$ cat src/rtl/huff_sym_decoder_pkg.sv
// Shared constants for the Huffman symbol decoder: buffer width, code
// lengths, FSM state encoding and the symbol lookup tables.
package huff_pkg;

    localparam int MAX_CODE = 9;

    localparam logic [3:0] LEN1 = 4'd1;
    localparam logic [3:0] LEN4 = 4'd4;
    localparam logic [3:0] LEN6 = 4'd6;
    localparam logic [3:0] LEN9 = 4'd9;

    typedef enum logic [2:0] {
        S_MATCH,
        S_SHIFT,
        S_OUT,
        S_ERR,
        S_DONE
    } state_t;

    // 4-bit codes 1xxx, indexed by the last three transmitted bits.
    // Entry 7 (code 1111) is an escape to longer codes and never used.
    localparam logic [7:0][3:0] SYM4_TAB = {
        4'h0,   // 1111 (escape)
        4'hF,   // 1110 -> -1
        4'hC,   // 1101 -> -4
        4'h2,   // 1100 ->  2
        4'h3,   // 1011 ->  3
        4'hD,   // 1010 -> -3
        4'hE,   // 1001 -> -2
        4'h1    // 1000 ->  1
    };

    // 6-bit codes 1111xy
    localparam logic [3:0] SYM6_00 = 4'h5;   // 111100 ->  5
    localparam logic [3:0] SYM6_01 = 4'hB;   // 111101 -> -5
    localparam logic [3:0] SYM6_11 = 4'h4;   // 111111 ->  4

    // 9-bit codes 111110xyz, indexed by xyz; tails above 4 are invalid.
    localparam logic [7:0][3:0] SYM9_TAB = {
        4'h0, 4'h0, 4'h0,
        4'h9,   // 100 -> -7
        4'h7,   // 011 ->  7
        4'h8,   // 010 -> -8
        4'hA,   // 001 -> -6
        4'h6    // 000 ->  6
    };
    localparam logic [2:0] LAST_VALID_TAIL9 = 3'd4;

endpackage

$ cat src/rtl/huff_sym_decoder_code_match.sv
// Combinational prefix-code matcher. Walks the code tree from the first
// received bit (shift_buf[0]) and reports whether the buffered bits hold a
// complete code, need more bits, or form an invalid 9-bit pattern.
module huff_code_match
    import huff_pkg::*;
#(
    parameter int MAX_CODE_P = MAX_CODE
) (
    input  logic [MAX_CODE_P-1:0] shift_buf,
    input  logic [3:0]            bit_count,
    output logic                  complete,
    output logic                  incomplete,
    output logic                  invalid,
    output logic [3:0]            len,
    output logic [3:0]            value
);

    logic [3:0] n;
    logic [3:0] c4;
    logic [2:0] tail9;

    // Decode the tree level by level; each level needs its full length present.
    always_comb begin
        complete   = 1'b0;
        incomplete = 1'b0;
        invalid    = 1'b0;
        len        = 4'd0;
        value      = 4'd0;
        n          = (bit_count > 4'(MAX_CODE_P)) ? 4'(MAX_CODE_P) : bit_count;
        c4         = {shift_buf[0], shift_buf[1], shift_buf[2], shift_buf[3]};
        tail9      = {shift_buf[6], shift_buf[7], shift_buf[8]};

        if (n == 4'd0) begin
            incomplete = 1'b1;
        end else if (!shift_buf[0]) begin
            complete = 1'b1;
            len      = LEN1;
            value    = 4'd0;
        end else if (n < LEN4) begin
            incomplete = 1'b1;
        end else if (c4 != 4'b1111) begin
            complete = 1'b1;
            len      = LEN4;
            value    = SYM4_TAB[c4[2:0]];
        end else if (n < LEN6) begin
            incomplete = 1'b1;
        end else if (!(shift_buf[4] && !shift_buf[5])) begin
            complete = 1'b1;
            len      = LEN6;
            case ({shift_buf[4], shift_buf[5]})
                2'b00:   value = SYM6_00;
                2'b01:   value = SYM6_01;
                default: value = SYM6_11;
            endcase
        end else if (n < LEN9) begin
            incomplete = 1'b1;
        end else if (tail9 <= LAST_VALID_TAIL9) begin
            complete = 1'b1;
            len      = LEN9;
            value    = SYM9_TAB[tail9];
        end else begin
            invalid = 1'b1;
        end
    end

endmodule

$ cat src/rtl/huff_sym_decoder.sv
// Huffman symbol decoder: matches one code at a time from the bit buffer,
// requests the shift, then presents the symbol on a valid/ready port.
//
// state   | meaning
// S_MATCH | inspect buffer; wait for bits, shift a code, or finish/fail
// S_SHIFT | shift_en high; buffer drops shift_len bits at the next edge
// S_OUT   | sym_valid high; wait for sym_ready
// S_ERR   | invalid or truncated code seen; held until reset
// S_DONE  | stream ended cleanly on a code boundary; held until reset
module huff_sym_decoder
    import huff_pkg::*;
#(
    parameter int MAX_CODE_P = MAX_CODE,
    parameter int CNT_W      = 16
) (
    input  logic                  clk,
    input  logic                  reset_n,
    input  logic [MAX_CODE_P-1:0] shift_buf,
    input  logic [3:0]            bit_count,
    input  logic                  stream_end,
    output logic                  shift_en,
    output logic [3:0]            shift_len,
    output logic                  need_bits,
    output logic [3:0]            sym,
    output logic                  sym_valid,
    input  logic                  sym_ready,
    output logic                  err,
    output logic                  done,
    output logic [CNT_W-1:0]      sym_count
);

    state_t     state;
    state_t     state_nxt;
    logic       m_complete;
    logic       m_incomplete;
    logic       m_invalid;
    logic [3:0] m_len;
    logic [3:0] m_value;

    huff_code_match #(.MAX_CODE_P(MAX_CODE_P)) u_match (
        .shift_buf  (shift_buf),
        .bit_count  (bit_count),
        .complete   (m_complete),
        .incomplete (m_incomplete),
        .invalid    (m_invalid),
        .len        (m_len),
        .value      (m_value)
    );

    // State register.
    always_ff @(posedge clk or negedge reset_n) begin
        if (!reset_n) state <= S_MATCH;
        else          state <= state_nxt;
    end

    // Next-state decision; S_ERR and S_DONE only leave through reset.
    always_comb begin
        state_nxt = state;
        case (state)
            S_MATCH: begin
                if (m_complete)
                    state_nxt = S_SHIFT;
                else if (m_invalid)
                    state_nxt = S_ERR;
                else if (m_incomplete && stream_end)
                    state_nxt = (bit_count == 4'd0) ? S_DONE : S_ERR;
            end
            S_SHIFT: state_nxt = S_OUT;
            S_OUT:   if (sym_ready) state_nxt = S_MATCH;
            default: state_nxt = state;
        endcase
    end

    // Registered outputs, driven from the transition being taken.
    always_ff @(posedge clk or negedge reset_n) begin
        if (!reset_n) begin
            shift_en  <= 1'b0;
            shift_len <= 4'd0;
            sym       <= 4'd0;
            sym_valid <= 1'b0;
            err       <= 1'b0;
            done      <= 1'b0;
            sym_count <= '0;
        end else begin
            shift_en <= (state == S_MATCH) && (state_nxt == S_SHIFT);
            if ((state == S_MATCH) && (state_nxt == S_SHIFT)) begin
                shift_len <= m_len;
                sym       <= m_value;
            end
            if ((state == S_MATCH) && (state_nxt == S_ERR))
                err <= 1'b1;
            if ((state == S_MATCH) && (state_nxt == S_DONE))
                done <= 1'b1;
            if (state == S_SHIFT)
                sym_valid <= 1'b1;
            if ((state == S_OUT) && sym_ready) begin
                sym_valid <= 1'b0;
                sym_count <= sym_count + CNT_W'(1);
            end
        end
    end

    // Upstream load request: only meaningful while matching and more bits can come.
    always_comb begin
        need_bits = (state == S_MATCH) && m_incomplete && !stream_end;
    end

endmodule

$ cat config.mk
export PLATFORM = sky130hd
export DESIGN_NAME = huff_sym_decoder
export DESIGN_NICKNAME = d
export VERILOG_FILES = /design/src/rtl/huff_sym_decoder_pkg.sv /design/src/rtl/huff_sym_decoder_code_match.sv /design/src/rtl/huff_sym_decoder.sv
export SDC_FILE = /design/constraint.sdc
export NUM_CORES = 1
export LEC_CHECK = 0
export CAP_MARGIN = 20
export CORE_MARGIN = 2
export CORE_UTILIZATION = 45
export CTS_CLUSTER_SIZE = 12
export DETAILED_ROUTE_END_ITERATION = 10
export PLACE_DENSITY = 0.74
export SLEW_MARGIN = 30
export SYNTH_ARGS = -nofsm -noshare
export SYNTH_HDL_FRONTEND = slang
export SYNTH_SLANG_ARGS = --single-unit
$ cat constraint.sdc
create_clock -name clk -period 2.1 [get_ports clk]
set_input_delay 0.315 -clock clk [delete_from_list [all_inputs] [get_ports clk]]
set_output_delay 0.315 -clock clk [all_outputs]
set_load 0.02 [all_outputs]
### Yosys cells after proc, flatten, opt, wreduce, memory -nomap -nowiden

Memory sizes are Yosys's and may differ from the RTL's.
Index checks and enable logic that the tools add are counted.

| operators by class | value |
|---|---|
| equality and inequality tests | 7 |
| reductions and logical operators | 15 |
| order comparisons | 7 |
| multiplexer cells | 51 |
| add/sub/neg operators | 1 |

Operators by type and width:

| kind | count |
|---|---|
| 4-bit two-way mux | 19 |
| 1-bit two-way mux | 25 |
| 16-bit by 1-bit adder with 16-bit output (second input constant) | 1 |
| 3-bit two-way mux | 5 |
| 3-bit one-hot mux with 3 select lines | 1 |
| 1-bit logical AND | 8 |
| 4-bit zero test | 2 |
| 3-bit by 4-bit less-than comparator with 1-bit output (second input constant) | 2 |
| 4-bit by 3-bit less-than comparator with 1-bit output (second input constant) | 2 |
| 4-bit one-hot mux with 2 select lines | 1 |
| 3-bit by 1-bit == test with 1-bit output (second input constant) | 2 |
| 3-bit by 2-bit == test with 1-bit output (second input constant) | 2 |
| 4-bit greater-than comparator (second input constant) | 1 |
| 4-bit less-than comparator (second input constant) | 1 |
| 4-bit inequality test (second input constant) | 1 |
| 3-bit == test (second input constant) | 1 |
| 3-bit <= comparator (second input constant) | 1 |
| 3-bit zero test | 1 |
| 2-bit by 1-bit == test with 1-bit output (second input constant) | 1 |
| 1-bit zero test | 2 |
| 2-bit zero test | 1 |
| 2-bit nonzero test | 1 |

| storage, ports and cells | value |
|---|---|
| input bits | 17 |
| memories | 2 |
| output and inout bits | 29 |
| word-level logic and storage cells | 91 |
| bits in read-only memories | 64 |
| bits in registers | 31 |

Memory list:

| name | depth | bits a word | read ports | clocked after Yosys merged registers in | wr ports | line | RTL |
|---|---|---|---|---|---|---|---|
| (no name shown) | 8 | 4 | 1 | 0 | 0 | huff_sym_decoder_code_match.sv:60 | `value = SYM9_TAB[tail9];` |
| (no name shown) | 8 | 4 | 1 | 0 | 0 | huff_sym_decoder_code_match.sv:44 | `value = SYM4_TAB[c4[2:0]];` |

### Longest topological paths before layout

| depth | value |
|---|---|
| word-level depth | 17 |
| gate-level depth with buffers | 6 |
| mapped depth without buffers | 6 |

### Cells and area by module

A second synthesis with hierarchy kept.

| second synthesis, totals | value |
|---|---|
| cell total of the unflattened synthesis | 164 |
| area, all modules | 1741.7 um^2 |

Modules (own cells, without submodules):

| module | cells each | sequential area each (um^2) | instances | area each (um^2) |
|---|---|---|---|---|
| huff_sym_decoder | 107 | 775.7 | 1 | 1345.0 |
| huff_code_match | 57 | 0.0 | 1 | 396.6 |

### Worst setup path before layout

No wires, ideal clock.

| timing | value |
|---|---|
| path type | input to output |
| from | input port bit_count[2] |
| to | output port need_bits |
| buffers on the path | 1 |
| arrival time | 1.391 ns |
| setup slack | 0.394 ns |
| stages on the path | 5 |
| data required time | 1.785 ns |
| path through | buf_6 > nor3_2 > o21a_1 > o21ai_0 > nor3_1 |

| on the way | value |
|---|---|
| longest elaborated chain between the ends | 12 |

RTL lines:

| what | line | RTL |
|---|---|---|
| start, declared | huff_sym_decoder.sv:19 | `input logic [3:0] bit_count,` |
| 4-bit greater-than comparator | huff_sym_decoder_code_match.sv:29 | `n = (bit_count > 4'(MAX_CODE_P)) ? 4'(MAX_CODE_P) : bit_count;` |
| 4-bit two-way mux (*) | huff_sym_decoder_code_match.sv:29 |  |
| 4-bit less-than comparator | huff_sym_decoder_code_match.sv:55 | `end else if (n < LEN9) begin` |
| 1-bit two-way mux | huff_sym_decoder_code_match.sv:55 |  |
| 1-bit two-way mux | huff_sym_decoder_code_match.sv:47 | `end else if (!(shift_buf[4] && !shift_buf[5])) begin` |
| 1-bit two-way mux | huff_sym_decoder_code_match.sv:45 | `end else if (n < LEN6) begin` |
| 1-bit two-way mux | huff_sym_decoder_code_match.sv:41 | `end else if (c4 != 4'b1111) begin` |
| 1-bit two-way mux | huff_sym_decoder_code_match.sv:39 | `end else if (n < LEN4) begin` |
| 1-bit two-way mux | huff_sym_decoder_code_match.sv:35 | `end else if (!shift_buf[0]) begin` |
| 1-bit two-way mux (*) | huff_sym_decoder_code_match.sv:33 | `if (n == 4'd0) begin` |
| 1-bit logical AND (*) (2 in series) | huff_sym_decoder.sv:105 | `need_bits = (state == S_MATCH) && m_incomplete && !stream_end;` |
| end, declared | huff_sym_decoder.sv:23 | `output logic need_bits,` |

Mark *: on every way between the ends. The rest lies on a longest branch, timed or not.

### Worst setup path after layout

| timing | value |
|---|---|
| from | input port bit_count[0] |
| to | output port need_bits |

Same word-level chain as after synthesis.

==> qor.yml <==
worst_setup_path:
  slowest_delay_ps: 470
  crit_required_ps: 1780
  cp_max_fo: 4
  worstPathArrival_ps: 1640
  critPathTopFamily: "buffers and inverters"
  reg2regPathDepth: 5
  crit_type: "in -> out"
  path_cells: "clkdlybuf4s50_1 -> nor3_2 -> o21a_1 -> o21ai_0 -> nor3_1 -> buf_2"
  slowest_stage: "clkdlybuf4s50_1"
  path_buf_inv: 2
  crit_cells: 6
  end_kind: "output port"
  startpoint_type: "input pin"
clock_network:
  clock-root-buffer: "clkbuf_8"
  htreeDepth: 2
  clock_latency_ps: 290
  path_clk_slew_ps: 70
  cts_tree: "yes"
  postCtsHoldBufs: 0
  clockBufferDepth: 2
  cts_buffers: 5
  cts.sinks: 31
power:
  p_leak_nw: 1.31
  p_seq_frac: 0.349
  combPwrFrac: 0.450
  switching_share: 0.338
  powerDensity_nw_per_um2: 874
  pwr-share-clk: 0.201
  power_switching_uw: 804
  ir_drop_v: 0.000573
  p_int_mw: 1.58
synthesis:
  yosys.area.top_type: "dfrtp_1"
  async_flop_share: 1.00
  synth_top_family_by_area: "simple AND/OR/NAND/NOR gates"
  synthMuxAreaShare: 0.0792
  synth_area_leaders: "dfrtp_1 42%, ha_1 5.4%, mux2_4 4.1%"
  synth_cell_type_count: 46
  ys_ff_latch: 31
  ys_warn_count: 0
  postSynthCellCount: 177
  synth_compound_area_frac: 0.154
  synth_top_cell_area_share: 0.420
  postSynthAreaPerCell_um2: 10.4
  syn_nets: 202
  synth-edff-count: 0
  synthFlopType: "dfrtp_1"
  yosys.area_share.xor_xnor: 0.0711
  synth_fa_ha_area_frac: 0.0542
  yosysSeqAreaShare: 0.420
  synthSimpleGateAreaFrac: 0.192
  syn-cell-area_um2: 1850
grt:
  grt_pass1_wl_um: 6720
  grt_max_degree: 32
  grt.overflow.total: 0
  antenna_found_initial: 0
  grt_usage: 0.194
  grt_pass1_vias: 1517
sta:
  rsz0062_at_grt: "false"
  worst_pin_slew_ps: 393
  hold_viol: 0
  max_freq_ghz: 0.512
  max_slew_margin: 0.735
  fin_setup_tns_ps: 0
  min_period_ps: 1950
  holdWs_ps: 408
  timing.final.ws_setup_ps: 148
  finalMaxSlewViolations: 0
  skew_ps: 9.70
  setup_viol: 0
  finalCritPeriodShare: 0.929
route:
  dr.pass1.iters: 4
  vias: 1625
  wire_per_inst_um: 13.1
  viasPerCell: 5.21
  drtIter0Drc: 90
  ant_nets: 0
  drt-total-wl_um: 4080
  drc: 0
die:
  die_y_um: 68.1
  die_area_um2: 4640
  coreArea_um2: 3970
  start_util: 0.465
  fp.dieW_um: 68.1
  num_io_pins: 46
  rows: 23
place:
  port_buffers: 45
  dpl.hpwl_um: 3130
  dp_slack_ps: -395
  place_congestion: 0.895
final_layout:
  antenna_cells: 0
  area_delta_synth_final_pct: 47.3
  fin_nets: 287
  fill_cells: 317
  drive_gt1_frac: 0.237
  finish.utilization: 0.686
flow_run:
  drv_cap: 0
hold_path:
  hp-class: "in -> async"
run_status:
  outcome: "finished, final reports clean"
[Yosys cell counts, types with 3 or more instances]
| library cell | n |
|---|---|
| a21o_1 | 3 |
| a21oi_1 | 7 |
| and3_1 | 4 |
| dfrtp_1 | 31 |
| ha_1 | 8 |
| inv_1 | 9 |
| mux2_4 | 5 |
| mux2i_1 | 6 |
| nand2_1 | 10 |
| nand3_1 | 7 |
| nand4_1 | 4 |
| nor2_1 | 12 |
| nor2b_1 | 3 |
| nor3_1 | 7 |
| nor4_1 | 4 |
| o21a_1 | 4 |
| o21ai_0 | 4 |
| o21ai_1 | 3 |
| xnor2_1 | 8 |
| xor2_1 | 7 |
[power groups by stage]
stage / Combinational (mW) / Sequential, mW / Clock (mW)
2_1_floorplan: 0.433 / 0.972 / 0
3_3_place_gp: 1.05 / 0.837 / 0
3_5_place_dp: 1.08 / 0.843 / 0
4_1_cts: 1.08 / 0.832 / 0.493
5_1_grt: 1.16 / 0.849 / 0.512
6_report: 1.07 / 0.831 / 0.477
[layer usage]
metal / global-route usage / wire [um] / up-vias / part of all wire
li1: - / - / 814 / -
met4: 0.0825 / 59 / 0 / 0.014
met3: 0.0444 / 211 / 5 / 0.052
met2: 0.314 / 1910 / 48 / 0.47
met5: 0 / 0 / - / 0
met1: 0.247 / 1900 / 758 / 0.47
[state kept, by name, indices dropped and copies added (netlist names)]
register	count
sym_count	16
shift_en	1
sym_valid	1
sym	4
done	1
err	1
state	3
shift_len	4
[metrics by stage]
stage                     cells  power, mW  cell area, um^2
after CTS                   312       2.41             2710
after floorplan             177       1.41             1850
after global placement      305       1.89             2620
after global routing        312       2.52             2720
after detailed placement    305       1.92             2620
final                       312       2.38             2720
[layout make-up]
cell class	instances	area (um^2)	share of cell area
Inverter	9	33.8	0.0124
Clock buffer	6	82.6	0.0303
Multi-Input combinational cell	134	1020	0.376
Sequential cell	31	776	0.285
Clock inverter	1	5.00	0.00184
Timing Repair Buffer	81	738	0.271
Tap cell	50	62.6	0.0230
[placed cells by master (no fill, tap or decap), drive strengths merged, types with 8 or more instances in the layout]
cell and instances:
ha 8, o21ai 8, inv 9, buf 37
a21oi 8, clkdlybuf4s50 40, nand2 10, nor3 9
dfrtp 31, xnor2 8, nor2 12
[what timing repair did]
item,CTS,global route
resized for setup,5,6
pin swaps,0,3
endpoints found under the hold margin,0,0
gates cloned,0,0
buffers inserted,0,0
endpoints found under the setup margin,1,1
[logic make-up after synthesis]
family	count (synthesis)
and+or+nand+nor	63
AOI/OAI and AO/OA	36
DFF	31
xor gates and xnor gates	15
muxes	12
buffers and inverters	12
adders and majority gates	8
[worst paths after layout]
| path | end | startpoint | slack [ps] |
|---|---|---|---|
| max | need_bits | bit_count[0] | 150 |
| min | sym_count[12] | reset_n | 410 |
| max reg2reg | sym[3] | state[2] | 440 |
| min reg2reg | done | done | 470 |
| max in group asynchronous | done | reset_n | 1410 |
| min in group clk | done | done | 470 |
No activity file was read; power rests on OpenSTA's default activity.
==> RTL change 1, RTL diff (config.mk and constraints unchanged) <==
Set the parameter `CNT_W` to 32 (it was 16).
--- a/src/rtl/huff_sym_decoder.sv
+++ b/src/rtl/huff_sym_decoder.sv
@@ -11,7 +11,7 @@
     import huff_pkg::*;
 #(
     parameter int MAX_CODE_P = MAX_CODE,
-    parameter int CNT_W      = 16
+    parameter int CNT_W      = 32
 ) (
     input  logic                  clk,
     input  logic                  reset_n,
Interface: changed (resized sym_count); port bits go from 46 to 62. No check against the original RTL was run, so the function may have changed too.
==> RTL change 1 against the unedited design <==
  * Register-to-register slack got worse by 100 ps
  * Critical path depth did not move
  * Worst setup slack got worse by 100 ps
  * Design area rose by 33%
  * Wire length rose by 33%
  * Combinational power fell by 5%
  * Via count rose by 29%
  * Sequential cell count rose by 16
  * Area after synthesis rose by 39%
  * Power rose by 22%
  * Highest routed layer unchanged
==> RTL change 1: results <==
metrics = {
    "finish": {
        "nonClockInverterCount": 11,
        "buffer_area_share_pct": 23.31,
        "regArea_mm2": 0.001176,
        "buffers": 95,
        "drive_above_1_share_pct": 21.19,
        "fin_nets": 359,
        "multi_input_gates": 174,
        "clock_area_share_pct": 3.250,
    },
    "place": {
        "gp_congestion": 0.8437,
        "postPlaceCellArea_mm2": 0.003477,
        "dp.cells": 398,
        "dp_hpwl_um": 4143,
    },
    "route": {
        "wl_met2_um": 2745,
        "wl_met3_um": 239,
        "via_count": 2095,
        "met1_length_um": 2370,
        "avgViaCountPerCell": 5.147,
    },
    "setup_path": {
        "r2r_slack_ps": 340,
        "path_delay_family": "simple AND/OR/NAND/NOR gates",
        "reg2reg_from": "state[0]",
        "crit_path_start": "shift_buf[1]",
        "crit_slowest_cell": "or4_4",
        "arrival_ps": 1740,
    },
    "sta": {
        "hold_ws_ps": 63.21,
        "worstMarginPinSlew_ps": 730.2,
    },
    "logic_synthesis": {
        "synth.area.top_cells": "dfrtp_1 (46%), xnor2_1 (10%), ha_1 (3.9%)",
        "synth.avg_cell_area_um2": 10.80,
        "ys_seq_area_share_pct": 45.74,
        "yosys-top-cells-count": "dfrtp_1 (47), xnor2_1 (30), nand3_1 (15), nand4_1 (15), nor2_1 (14)",
        "synth_fp_nets": 263,
    },
    "power_and_ir_drop": {
        "ir_worst_vdd_v": 0.0003733,
        "p_leak_uw": 0.001585,
    },
    "global_routing": {
        "use_met1_pct": 23.72,
        "track_usage_pct": 18.09,
        "grt_pass1_vias": 1995,
    },
    "status": {
        "outcome": "complete, no violations",
    },
    "clocking": {
        "cts.sink_count": 47,
    },
}
## RTL change 1: cell count changes after synthesis, moves of 5 or more
| cell | before | now |
|---|---|---|
| dfrtp_1 | 31 | 47 |
| nand4_1 | 4 | 15 |
| xor2_1 | 7 | 2 |
| xnor2_1 | 8 | 30 |
| nand3_1 | 7 | 15 |
## RTL change 1: logic make-up (layout without fill, tap and decap cells)
| logic type | after synthesis | after routing | synth area share (%) |
|---|---|---|---|
| simple gates | 97 | 97 | 23.70 |
| flops | 47 | 47 | 45.74 |
| xor+xnor | 32 | 32 | 10.90 |
| compound gates | 29 | 29 | 9.246 |
| buf+inv | 17 | 114 | 3.065 |
| fa+ha+maj | 8 | 8 | 3.893 |
| mux | 8 | 8 | 3.455 |
## RTL change 1: power by group
group / total [uW] / switching, uW / internal (uW)
logic: 1020 / 503 / 515
registers: 1210 / 153 / 1060
clock network: 676 / 291 / 385
total: 2910 / 947 / 1960
==> RTL change 2, RTL diff (config.mk and constraints unchanged) <==
Without the edit above. Re-encode `state_t` (5 states) as one-hot, 5 bits wide.
--- a/src/rtl/huff_sym_decoder_pkg.sv
+++ b/src/rtl/huff_sym_decoder_pkg.sv
@@ -9,12 +9,12 @@
     localparam logic [3:0] LEN6 = 4'd6;
     localparam logic [3:0] LEN9 = 4'd9;
 
-    typedef enum logic [2:0] {
-        S_MATCH,
-        S_SHIFT,
-        S_OUT,
-        S_ERR,
-        S_DONE
+    typedef enum logic [4:0] {
+        S_MATCH = 5'b00001,
+        S_SHIFT = 5'b00010,
+        S_OUT   = 5'b00100,
+        S_ERR   = 5'b01000,
+        S_DONE  = 5'b10000
     } state_t;
 
     // 4-bit codes 1xxx, indexed by the last three transmitted bits.
Check against the original RTL: no difference found for any inputs over 10 cycles, from zero or initial values and one cycle with reset_n low; not proved beyond that.
==> RTL change 2 against the unedited design <==
  * Sequential cell count is 2 higher
  * Design area decreased by 0.51%
  * Critical path depth is 2 higher
  * Wire length hardly changed
  * Combinational power decreased by 10%
  * Power fell by 3.1%
  * Area after synthesis fell by 1.2%
  * Largest power group unchanged
  * Worst setup slack got worse by 19 ps
==> RTL change 2: results <==
metrics = {
    "global_routing": {
        "grt_pass1_wl_um": 6782,
        "grt_max_degree": 34,
        "track_usage_pct": 19.94,
        "use_met1_pct": 24.00,
        "met2_usage_pct": 35.05,
        "use_met3_pct": 4.167,
        "grt_pass1_vias": 1512,
    },
    "setup_path": {
        "r2r_cells": 6,
        "endpoint": "err",
        "max_stage_delay_ps": 500,
        "r2r_slack_ps": 250,
        "crit_path_start": "bit_count[3]",
        "critical_path_peak_fanout": 5,
        "reg2reg_from": "state[4]",
        "r2r-end": "sym_count[13]",
    },
    "logic_synthesis": {
        "synth_fp_nets": 198,
        "synth-compound-area-share_pct": 12.68,
        "synth.distinct_cells": 47,
        "synth_xor_area_share_pct": 7.197,
        "synth.area.top_cells": "dfrtp_1 (44%), ha_1 (5.5%), xnor2_1 (5.3%)",
        "synth_fa_ha_area_share_pct": 5.483,
        "ys_seq_area_share_pct": 45.31,
        "yosys-top-cells-count": "dfrtp_1 (32), nand2_1 (18), xnor2_1 (11)",
        "muxShareOfSynthArea_pct": 4.112,
    },
    "place": {
        "dp_slack_ps": -465.2,
        "gp_congestion": 0.8654,
        "dp_hpwl_um": 3306,
    },
    "sta": {
        "maxSlewHeadroom_pct": 74.04,
        "worst_clock_skew_ps": 5.620,
        "setup_slack_ps": 129.7,
    },
    "finish": {
        "top_regs": "sym_count x16, state x5",
        "nFillCells": 335,
    },
    "power_and_ir_drop": {
        "ir_worst_vdd_v": 0.0003975,
    },
    "route": {
        "avgViaCountPerCell": 5.153,
        "drt_iter0_drc": 71,
        "avgRoutedWirePerCell_um": 13.02,
    },
    "status": {
        "outcome": "complete, no violations",
    },
}
==> RTL change 2: area by class of cell <==
cell class                 count  area, um^2  area share, %
multi-input combinational    133       982.2          36.26
clock buffer                   8       80.08          2.956
timing repair buffer          82       730.7          26.97
sequential                    33       827.0          30.53
inverter                       7       26.28         0.9700
tap                           50       62.56          2.309
==> RTL change 2: per-stage QoR <==
step	cells	instance area (um^2)	hold WS, ps	power [uW]
after floorplan	173	1826	19.41	1413
after global placement	303	2601	450.7	1848
after detailed placement	303	2601	455.1	1880
after CTS	311	2681	447.9	2325
after global routing	313	2709	478.7	2459
final	313	2709	437.1	2306
==> RTL change 2: repair_timing <==
item	4_1_cts	5_1_grt
resized for setup	7	5
cloned	0	0
setup endpoints to repair	1	8
buffers inserted	0	2
pin swaps	0	3
==> RTL change 2: per-layer routing <==
layer	routed length, um	vias up
li1	-	797
met1	1694	757
met2	2092	49
met3	205	10
met4	83	0
met5	0	-
==> RTL change 2: worst min path at each step <==
| stage | from | end | slack, ps | cells past startpoint |
|---|---|---|---|---|
| 6_report | reset_n | sym_count[4] | 440 | 2 |
| 2_1_floorplan | reset_n | done | 20 | 0 |
| 3_5_place_dp | err | err | 460 | 1 |
| 4_1_cts | reset_n | sym_valid | 450 | 2 |
| 5_1_grt | reset_n | sym_count[4] | 480 | 2 |
| 3_3_place_gp | err | err | 450 | 1 |
==> RTL change 2: cell families after synthesis <==
family          Yosys count
flops                    33
simple gates             72
fa+ha+maj                 8
xor+xnor                 15
buf+inv                   7
mux                       5
compound gates           33
==> RTL change 2: where the power goes <==
group          total [uW]  switching (uW)  internal (uW)
clock                 437             202            235
combinational         961             458            502
sequential            909             119            789
